## src/rtl/instr_fetch_unit_if.sv

```systemverilog
// rtl/instr_fetch_unit_if.sv - fetch unit bus: imem read handshake, decoder-side instr, redirect
interface instr_fetch_unit_if;
  logic        imem_req;
  logic [31:0] imem_addr;
  logic        imem_valid;
  logic [31:0] imem_rdata;
  logic [31:0] instr;
  logic [5:0]  op;
  logic [31:0] pcplus4;
  logic        instr_valid;
  logic        instr_ready;
  logic        redirect;
  logic [31:0] redirect_pc;

  modport master (
    output imem_req, imem_addr, instr, op, pcplus4, instr_valid,
    input  imem_valid, imem_rdata, instr_ready, redirect, redirect_pc
  );

  modport slave (
    input  imem_req, imem_addr, instr, op, pcplus4, instr_valid,
    output imem_valid, imem_rdata, instr_ready, redirect, redirect_pc
  );
endinterface

```

## src/rtl/instr_fetch_unit.sv

```systemverilog
// rtl/instr_fetch_unit.sv - fetch stage: PC, imem word reads, instruction register, redirects
module instr_fetch_unit #(
  parameter logic [31:0] RESET_PC = 32'h0000_0000
) (
  input logic                 clk,
  input logic                 reset,
  instr_fetch_unit_if.master  bus
);

  typedef enum logic [1:0] {IDLE, REQ, HOLD} state_t;

  state_t      state;
  logic [31:0] pc;
  logic [31:0] tgt;
  logic        kill;
  logic [31:0] instr_q;
  logic [31:0] pcplus4_q;
  logic        req_q;
  logic        valid_q;
  logic [31:0] rpc;

  // Redirect targets are always word aligned; low two bits are dropped.
  assign rpc = bus.redirect_pc & 32'hFFFF_FFFC;

  assign bus.imem_req    = req_q;
  assign bus.imem_addr   = pc;
  assign bus.instr       = instr_q;
  assign bus.op          = instr_q[31:26];
  assign bus.pcplus4     = pcplus4_q;
  assign bus.instr_valid = valid_q;

  // Fetch FSM: owns pc, the kill flag for a stale outstanding read, and the instruction register.
  always_ff @(posedge clk) begin
    if (!reset) begin
      state     <= IDLE;
      pc        <= RESET_PC;
      tgt       <= 32'h0;
      kill      <= 1'b0;
      instr_q   <= 32'h0;
      pcplus4_q <= 32'h0;
      req_q     <= 1'b0;
      valid_q   <= 1'b0;
    end else begin
      case (state)
        IDLE: begin
          if (bus.redirect) pc <= rpc;
          state <= REQ;
          req_q <= 1'b1;
        end
        REQ: begin
          if (bus.imem_valid) begin
            if (kill || bus.redirect) begin
              // The returned word belongs to a path that was redirected away; refetch.
              pc   <= bus.redirect ? rpc : tgt;
              kill <= 1'b0;
            end else begin
              instr_q   <= bus.imem_rdata;
              pcplus4_q <= pc + 32'd4;
              state     <= HOLD;
              req_q     <= 1'b0;
              valid_q   <= 1'b1;
            end
          end else if (bus.redirect) begin
            // Request must stay stable until answered; remember where to go afterwards.
            kill <= 1'b1;
            tgt  <= rpc;
          end
        end
        HOLD: begin
          if (bus.redirect) begin
            pc      <= rpc;
            state   <= REQ;
            req_q   <= 1'b1;
            valid_q <= 1'b0;
          end else if (bus.instr_ready) begin
            pc      <= pc + 32'd4;
            state   <= REQ;
            req_q   <= 1'b1;
            valid_q <= 1'b0;
          end
        end
        default: begin
          state   <= IDLE;
          req_q   <= 1'b0;
          valid_q <= 1'b0;
        end
      endcase
    end
  end

endmodule
```

## src/flat_wrapper.sv

```systemverilog
// flat-port wrapper written by rule: the top's interface ports become plain ports
module instr_fetch_unit_flat 
#(
  parameter logic [31:0] RESET_PC = 32'h0000_0000
)
  (clk, reset, bus_imem_req, bus_imem_addr, bus_instr, bus_op, bus_pcplus4, bus_instr_valid, bus_imem_valid, bus_imem_rdata, bus_instr_ready, bus_redirect, bus_redirect_pc);
  instr_fetch_unit_if bus_i ();
  input logic clk;
  input logic reset;
  output wire logic [$bits(bus_i.imem_req)-1:0] bus_imem_req;
  output wire logic [$bits(bus_i.imem_addr)-1:0] bus_imem_addr;
  output wire logic [$bits(bus_i.instr)-1:0] bus_instr;
  output wire logic [$bits(bus_i.op)-1:0] bus_op;
  output wire logic [$bits(bus_i.pcplus4)-1:0] bus_pcplus4;
  output wire logic [$bits(bus_i.instr_valid)-1:0] bus_instr_valid;
  input wire logic [$bits(bus_i.imem_valid)-1:0] bus_imem_valid;
  input wire logic [$bits(bus_i.imem_rdata)-1:0] bus_imem_rdata;
  input wire logic [$bits(bus_i.instr_ready)-1:0] bus_instr_ready;
  input wire logic [$bits(bus_i.redirect)-1:0] bus_redirect;
  input wire logic [$bits(bus_i.redirect_pc)-1:0] bus_redirect_pc;
  assign bus_imem_req = bus_i.imem_req;
  assign bus_imem_addr = bus_i.imem_addr;
  assign bus_instr = bus_i.instr;
  assign bus_op = bus_i.op;
  assign bus_pcplus4 = bus_i.pcplus4;
  assign bus_instr_valid = bus_i.instr_valid;
  assign bus_i.imem_valid = bus_imem_valid;
  assign bus_i.imem_rdata = bus_imem_rdata;
  assign bus_i.instr_ready = bus_instr_ready;
  assign bus_i.redirect = bus_redirect;
  assign bus_i.redirect_pc = bus_redirect_pc;
  instr_fetch_unit #(.RESET_PC(RESET_PC)) u_core (.clk(clk), .reset(reset), .bus(bus_i));
endmodule
```

## config.mk

```make
export PLATFORM = sky130hd
export DESIGN_NAME = instr_fetch_unit_flat
export DESIGN_NICKNAME = d
export VERILOG_FILES = /design/src/rtl/instr_fetch_unit_if.sv /design/src/rtl/instr_fetch_unit.sv /design/src/flat_wrapper.sv
export SDC_FILE = /design/constraint.sdc
export NUM_CORES = 1
export LEC_CHECK = 0
export BUFFER_PORTS_ARGS = -buffer_cell sky130_fd_sc_hd__buf_2
export CAP_MARGIN = 20
export CORE_UTILIZATION = 59
export CTS_BUF_LIST = sky130_fd_sc_hd__clkbuf_4 sky130_fd_sc_hd__clkbuf_8
export DETAILED_ROUTE_END_ITERATION = 6
export PLACE_DENSITY = 0.85
export SLEW_MARGIN = 25
export SYNTH_ARGS = -nofsm -noshare
export SYNTH_HDL_FRONTEND = slang
export SYNTH_SLANG_ARGS = --single-unit
export TNS_END_PERCENT = 100
```

## constraint.sdc

```tcl
create_clock -name clk -period 4.7 [get_ports clk]
set_input_delay 0.705 -clock clk [delete_from_list [all_inputs] [get_ports clk]]
set_output_delay 0.705 -clock clk [all_outputs]
set_load 0.02 [all_outputs]
```

==> summary.md, run 1 <==
| Metric | Value |
|---|---|
| Critical Path Fanout Max | 32 |
| Post-cts resize count | 0 |
| CP max stage delay | between 0.7 and 0.8 ns |
| WHS Endpoint | u_core.bus.pcplus4[0]$_SDFFE_PN0P_ |
| Largest net degree at the start of global routing | 60 |
| Setup Crit Path Kind | flop to flop |
| Min Hold Slack | 0.454 ns |
| Port buffer count | 170 |
| CP Buf/Inv Count | 2 |
| Critical path depth | 7 |
| Gr usage total | approximately 32% |
| Commonest cells after routing, fill and taps aside | buf_2, nand2_1, dfxtp_1, a21oi_1, nor2_1 |
| Num ports | between 150 and 200 |
| Vias in the first global route | 5,511 |
| Cts hold-fix bufs | 0 |
| Gr ovfl total | 0 |
| Fin nets | between 1,000 and 1,500 |
| Post-synth top area share | 41.2% |
| Gp weighted congestion | 0.885 |
| Sequential fraction of the synthesis area | between 40% and 50% |
| Slowest CP cell | ha_1 |
| Final hold vios | 0 |
| Most common cell after layout, fill and taps aside | buf_2 |
| Routed Antenna Nets | 0 |
| Share of layout cells above drive strength 1 | between 20% and 30% |
| Endpoints failing setup | 0 |
| Cell Pwr Density | around 400 nW/um^2 |
| DR DRC count | 0 |
| Worst EP arrival | between 3 and 4 ns |
| Largest cells by area after synthesis | dfxtp_1, nand2_1, a21oi_1 |
| CP Data Required Time | about 5.0 ns |
| Clock transition at path regs | roughly 0.070 ns |
| Final TNS setup | 0 ns |
| CP startpoint kind | flop |
| Worst r2r src | u_core.state[1]$_SDFFE_PN0P_ |
| Post-synthesis cell area | around 6500 sq um |
| Postcts setup bufs | 0 |
| Core Footprint | around 10,000 sq um |
| Slew Limit Fails | 0 |
| Minimum clock period | around 3.3 ns |
| Status | finished clean |
| Post-synth EDFFs | 0 |
| Critical path capture point type | flop |
| Die height | between 100 and 150 um |
| Area of the die | roughly 11,000 sq um |
| Lkg Pwr | just over 3 nW |
| YS warnings | 0 |
| Clk Latency, worst-skew pair | about 0.45 ns |
| CP top delay family | compound AO/OA/AOI/OAI gates |
| First-pass GRT wire length | ~29,000 um |
| Avg Vias per Cell | about 6.0 |
| DIE WIDTH | about 110 um |
| Commonest register cell after synthesis | dfxtp_1 |
| Clk buf depth | 2 |
| Worst Hold Class | flop to flop |
| Part of the cycle the worst path needs | between 70% and 80% |
| Avg Inst Size Synth | between 8 and 9 sq um |
| Hold path startpoint | u_core.bus.pcplus4[0]$_SDFFE_PN0P_ |
| Post-Route WL | around 19,000 um |
| CTS Buf Count | 17 |
| DRT iter0 DRCs | between 900 and 1,000 |
| Reg2Reg Setup Slack | roughly 1.4 ns |
| Syn nets | slightly below 900 |
| Vias post-DR | 6,483 |
| H-tree lvl count | 4 |
| #FFs+latches synth | roughly 130 |
| Max rail drop VDD | 183 uV |
| Fmax | roughly 0.3 GHz |
| CP most frequent cell | inv_1 |
| Effective utilization at floorplan | between 60% and 70% |
| Min-Delay Path Depth | 2 |
| Synth-to-layout area growth | 19.4% |
| TritonCTS clock tree | yes |
| TritonRoute pass-1 iters | 6 |
| Cell taking the most area after synthesis | dfxtp_1 |
| # rows | 37 |
| Max Cap Viol | 0 |
| Initial antenna violation count | 0 |
| Critical-path cell list | inv_1 > ha_1 > inv_1 > o221ai_2 > or2_2 > nor4b_1 > a311o_1 |
| Worst Max-Slew Pin Slew | about 0.86 ns |
| Final HPWL DP | between 10,000 and 15,000 um |
| Root buf cell | clkbuf_8 |
| Slew HR | 42.9% |
| Cells after Synth | approximately 800 |
| Clock skew | approximately 0.011 ns |
| Synth cell types | 64 |
| Clock Sinks | 133 |
| # diodes | 0 |
| Ys async rst share | 0% |
| R2r worst-path depth | 7 |
| RSZ-0062 raised after global routing | no |
| DR WL/cell | 17.2 um |
| Worst R2R End | u_core.bus.imem_addr[17]$_SDFFE_PN0P_ |
[per-stage QoR]
step	area (sq um)	cells	total power, W	utilization [%]	setup slack (ns)
floorplan	6460	803	0.00182	-	2.47
global placement	7280	1053	0.00206	69.6	1.22
detailed placement	7280	1053	0.00208	69.6	1.20
CTS	7710	1084	0.00308	73.7	1.13
global route	7710	1084	0.00321	73.7	1.23
finish	7710	1084	0.00310	73.7	1.37
[cells in the mapped netlist, types with 10 or more instances]
library cell and n:
nand2_1 147, dfxtp_1 133, a21oi_1 98, nor2_1 63, clkbuf_1 52, o21ai_0 36, nand3_1 20, a221oi_1 18
mux2i_1 16, xor2_1 16, inv_1 15, a211oi_1 12, xnor2_1 12, a22o_1 11, nor3_1 10
[worst min-delay path, delay by kind of cell (launching register included)]
family / cells / cell delay, ns
AND/OR/NAND/NOR: 1 / 0.05
flip-flops: 1 / 0.31
AO/OA/AOI/OAI: 1 / 0.05
[power by group]
group	internal [W]	switching [W]
registers	0.00122	0.000116
logic	0.000256	0.000485
clock network	0.000581	0.000447
[layout make-up]
cell class / count / area (sq um)
clock buffers: 23 / 298
flip-flops and latches: 133 / 2660
repair buffers: 182 / 941
multi-input cells: 587 / 3450
inverters: 15 / 57.6
fillers: 832 / 2760
well taps: 136 / 170
clock inverters: 8 / 124
[registers in the layout, summed over array words and instances, names as in the netlist]
register	flops
u_core.bus.instr_valid	1
u_core.state	2
u_core.bus.imem_req	1
u_core.bus.instr	32
u_core.bus.imem_addr	32
u_core.bus.pcplus4	32
u_core.kill	1
u_core.tgt	32
[how the worst max path moves through the flow]
stage / startpoint / slack (ns) / end
finish: u_core.state[1]$_SDFFE_PN0P_ / 1.37 / u_core.bus.imem_addr[17]$_SDFFE_PN0P_
global placement: u_core.state[1]$_SDFFE_PN0P_ / 1.22 / u_core.bus.imem_addr[17]$_SDFFE_PN0P_
floorplan: bus_redirect / 2.47 / u_core.bus.imem_addr[19]$_SDFFE_PN0P_
detailed placement: u_core.state[1]$_SDFFE_PN0P_ / 1.20 / u_core.bus.imem_addr[17]$_SDFFE_PN0P_
CTS: u_core.state[1]$_SDFFE_PN0P_ / 1.13 / u_core.bus.imem_addr[17]$_SDFFE_PN0P_
global route: u_core.state[1]$_SDFFE_PN0P_ / 1.23 / u_core.bus.imem_addr[17]$_SDFFE_PN0P_
[kinds of logic (layout without fill, tap and decap cells)]
group | after synthesis | count (layout) | synth area share, %
AOI/OAI and AO/OA | 230 | 230 | 23.1
muxes | 20 | 20 | 3.18
buffers and inverters | 83 | 228 | 5.31
xor gates and xnor gates | 28 | 28 | 3.80
and+or+nand+nor | 304 | 304 | 22.4
adders and majority gates | 5 | 5 | 0.969
DFF | 133 | 133 | 41.2
[per-layer routing]
| layer | GRT usage, % | wire length, um | up-vias |
|---|---|---|---|
| met5 | 0 | 0 | - |
| met4 | 10.7 | 377 | 0 |
| met3 | 7.48 | 2040 | 40 |
| met2 | 48.4 | 8140 | 381 |
| met1 | 45.8 | 8130 | 2920 |
| li1 | - | - | 3142 |
(Power assumes the default switching activity.)
==> run 2: changes to the inputs <==
CORE_UTILIZATION = 49   (was 59)
PLACE_DENSITY = 0.75   (was 0.85)
clock period = 2.7 ns   (was 4.7 ns; I/O delays follow)
==> run 2 against run 1 <==
Net effect:
- sequential cell count unchanged
- clock skew decreased by 0.0037 ns
- maximum frequency increased by 43%
- critical path depth increased by 1
- largest cell class unchanged
- setup slack got worse by 1.0 ns
==> summary.md, run 2 (synthesized netlist as in run 1, its figures left out) <==
| Metric | Value |
|---|---|
| TritonRoute pass-1 iters | 6 (unchanged) |
| Fill count | 1,217 (was 832) |
| Critical path capture point type | flop (unchanged) |
| Port buffer count | 170 (unchanged) |
| Initial antenna violation count | 0 (unchanged) |
| Reg2Reg Setup Slack | 0.37 ns (was 1.37 ns) |
| Final TNS setup | 0 ns (unchanged) |
| Num ports | 173 (unchanged) |
| Worst Hold Class | input pin to flop (was flop to flop) |
| Pre-CTS WS | 0.442 ns (was 1.20 ns) |
| DRT iter0 DRCs | 753 (was 979) |
| Status | finished clean (unchanged) |
| Vias post-DR | 6,338 (was 6,483) |
| Max Cap Viol | 0 (unchanged) |
| Largest net degree at the start of global routing | 68 (was 60) |
| Avg Vias per Cell | 5.58 (was 5.98) |
| Slew Limit Fails | 0 (unchanged) |
| Worst R2R End | u_core.bus.imem_addr[15]$_SDFFE_PN0P_ (was u_core.bus.imem_addr[17]$_SDFFE_PN0P_) |
| CP startpoint kind | flop (unchanged) |
| Core Footprint | 12,700 sq um (was 10,500 sq um) |
| Clk buf depth | 2 (unchanged) |
| Worst Max-Slew Pin Slew | 0.713 ns (was 0.857 ns) |
| Minimum clock period | 2.33 ns (was 3.33 ns) |
| Area of the die | 13,600 sq um (was 11,400 sq um) |
| # rows | 41 (was 37) |
| Clock skew | 0.00688 ns (was 0.0105 ns) |
| Gr usage total | 27.3% (was 32.3%) |
| Gp weighted congestion | 0.914 (was 0.885) |
| Slew HR | 52.3% (was 42.9%) |
| # diodes | 0 (unchanged) |
| Root buf cell | clkbuf_8 (unchanged) |
| Cts hold-fix bufs | 0 (unchanged) |
| Most common cell after layout, fill and taps aside | buf_2 (unchanged) |
| Worst EP arrival | 2.68 ns (was 3.67 ns) |
| CP Data Required Time | 3.05 ns (was 5.04 ns) |
| Setup Crit Path Kind | flop to flop (unchanged) |
| TritonCTS clock tree | yes (unchanged) |
| Post-Route WL | 18,400 um (was 18,700 um) |
| Lkg Pwr | 3.19 nW (was 3.12 nW) |
| Post-cts resize count | 0 (unchanged) |
| Fin nets | 1,024 (was 1,010) |
| Part of the cycle the worst path needs | 86.2% (was 70.9%) |
| CTS Buf Count | 17 (unchanged) |
| H-tree lvl count | 4 (unchanged) |
| Effective utilization at floorplan | 50.7% (was 61.7%) |
| Commonest cells after routing, fill and taps aside | buf_2, nand2_1, dfxtp_1, a21oi_1, nor2_1 (unchanged) |
| Clock transition at path regs | 0.08 ns (was 0.07 ns) |
| Crit path to | u_core.bus.imem_addr[15]$_SDFFE_PN0P_ (was u_core.bus.imem_addr[17]$_SDFFE_PN0P_) |
| Synth-to-layout area growth | 22.2% (was 19.4%) |
| R2r worst-path depth | 8 (was 7) |
| Post-layout total power | 0.00541 W (was 0.00310 W) |
| DR DRC count | 0 (unchanged) |
| Share of layout cells above drive strength 1 | 25.6% (was 24.6%) |
| Routed Antenna Nets | 0 (unchanged) |
| First-pass GRT wire length | 28,500 um (was 28,900 um) |
| RSZ-0062 raised after global routing | no (unchanged) |
| Endpoints failing setup | 0 (unchanged) |
| Die height | 117 um (was 107 um) |
| Vias in the first global route | 5,320 (was 5,511) |
| Postcts setup bufs | 0 (unchanged) |
| Clock Sinks | 133 (unchanged) |
| DIE WIDTH | 117 um (was 107 um) |
| Crit path from | u_core.state[1]$_SDFFE_PN0P_ (unchanged) |
| Fmax | 0.430 GHz (was 0.300 GHz) |
| Worst setup margin | 0.372 ns (was 1.37 ns) |
| Max rail drop VDD | 329 uV (was 183 uV) |
| Worst r2r src | u_core.state[1]$_SDFFE_PN0P_ (unchanged) |
| Clk Latency, worst-skew pair | 0.46 ns (was 0.45 ns) |
| Final HPWL DP | 13,300 um (was 12,900 um) |
| Final hold vios | 0 (unchanged) |
| Critical Path Fanout Max | 11 (was 32) |
| Gr ovfl total | 0 (unchanged) |
| Cell Pwr Density | 686 nW/um^2 (was 403 nW/um^2) |
| DR WL/cell | 16.2 um (was 17.2 um) |
## run 2: metal layers
metal  share of wire, %  vias to the layer above  track usage, %
met1                 47                     2846            39.8
met4                2.0                        0            11.1
met3                9.0                       27            6.90
li1                   -                     3176               -
met2                 42                      289            38.2
met5                  0                        -               0
## run 2: worst min-delay path by stage
stage                                         to  slack, ns                               from  cells past startpoint
2_1_floorplan        u_core.tgt[14]$_SDFFE_PN0P_       0.43        u_core.tgt[14]$_SDFFE_PN0P_                      2
3_3_place_gp    u_core.bus.instr[3]$_SDFFE_PN0P_       0.44   u_core.bus.instr[3]$_SDFFE_PN0P_                      2
3_5_place_dp   u_core.bus.instr[16]$_SDFFE_PN0P_       0.44  u_core.bus.instr[16]$_SDFFE_PN0P_                      2
4_1_cts        u_core.bus.instr[20]$_SDFFE_PN0P_       0.15                 bus_imem_rdata[20]                      3
5_1_grt         u_core.bus.instr[7]$_SDFFE_PN0P_       0.17                  bus_imem_rdata[7]                      3
6_report       u_core.bus.instr[12]$_SDFFE_PN0P_       0.17                 bus_imem_rdata[12]                      3
## run 2: metrics by stage
stage	util [%]	hold slack, ns	area [sq um]	instances
3_3_place_gp	58.7	0.440	7470	1103
4_1_cts	62.0	0.154	7890	1135
6_report	62.0	0.171	7890	1135
2_1_floorplan	-	0.434	6460	803
3_5_place_dp	58.7	0.443	7470	1103
5_1_grt	62.0	0.168	7890	1135
## run 2: worst max-delay path, stage by stage, from the launching register on
cell and delay (ns):
dfxtp_1 0.35, inv_1 0.09, ha_1 0.25, inv_1 0.10, o221ai_2 0.32, or2_1 0.44
buf_4 0.26, nor4_1 0.07, a311o_1 0.33
## run 2: cell type report
class	count	area [sq um]	share of cell area, %
clock buffer	18	241	3.06
tap	172	215	2.73
clock inverter	14	176	2.24
inverter	15	56.3	0.714
multi-input combinational	587	3450	43.8
timing repair buffer	196	1080	13.7
sequential	133	2660	33.7
## run 2: report_power, final
part	switching (W)	internal, W	total, W	leakage, nW
registers	0.000187	0.00212	0.00231	1.08
logic	0.000856	0.000483	0.00134	1.90
clock network	0.000833	0.000934	0.00177	0.208
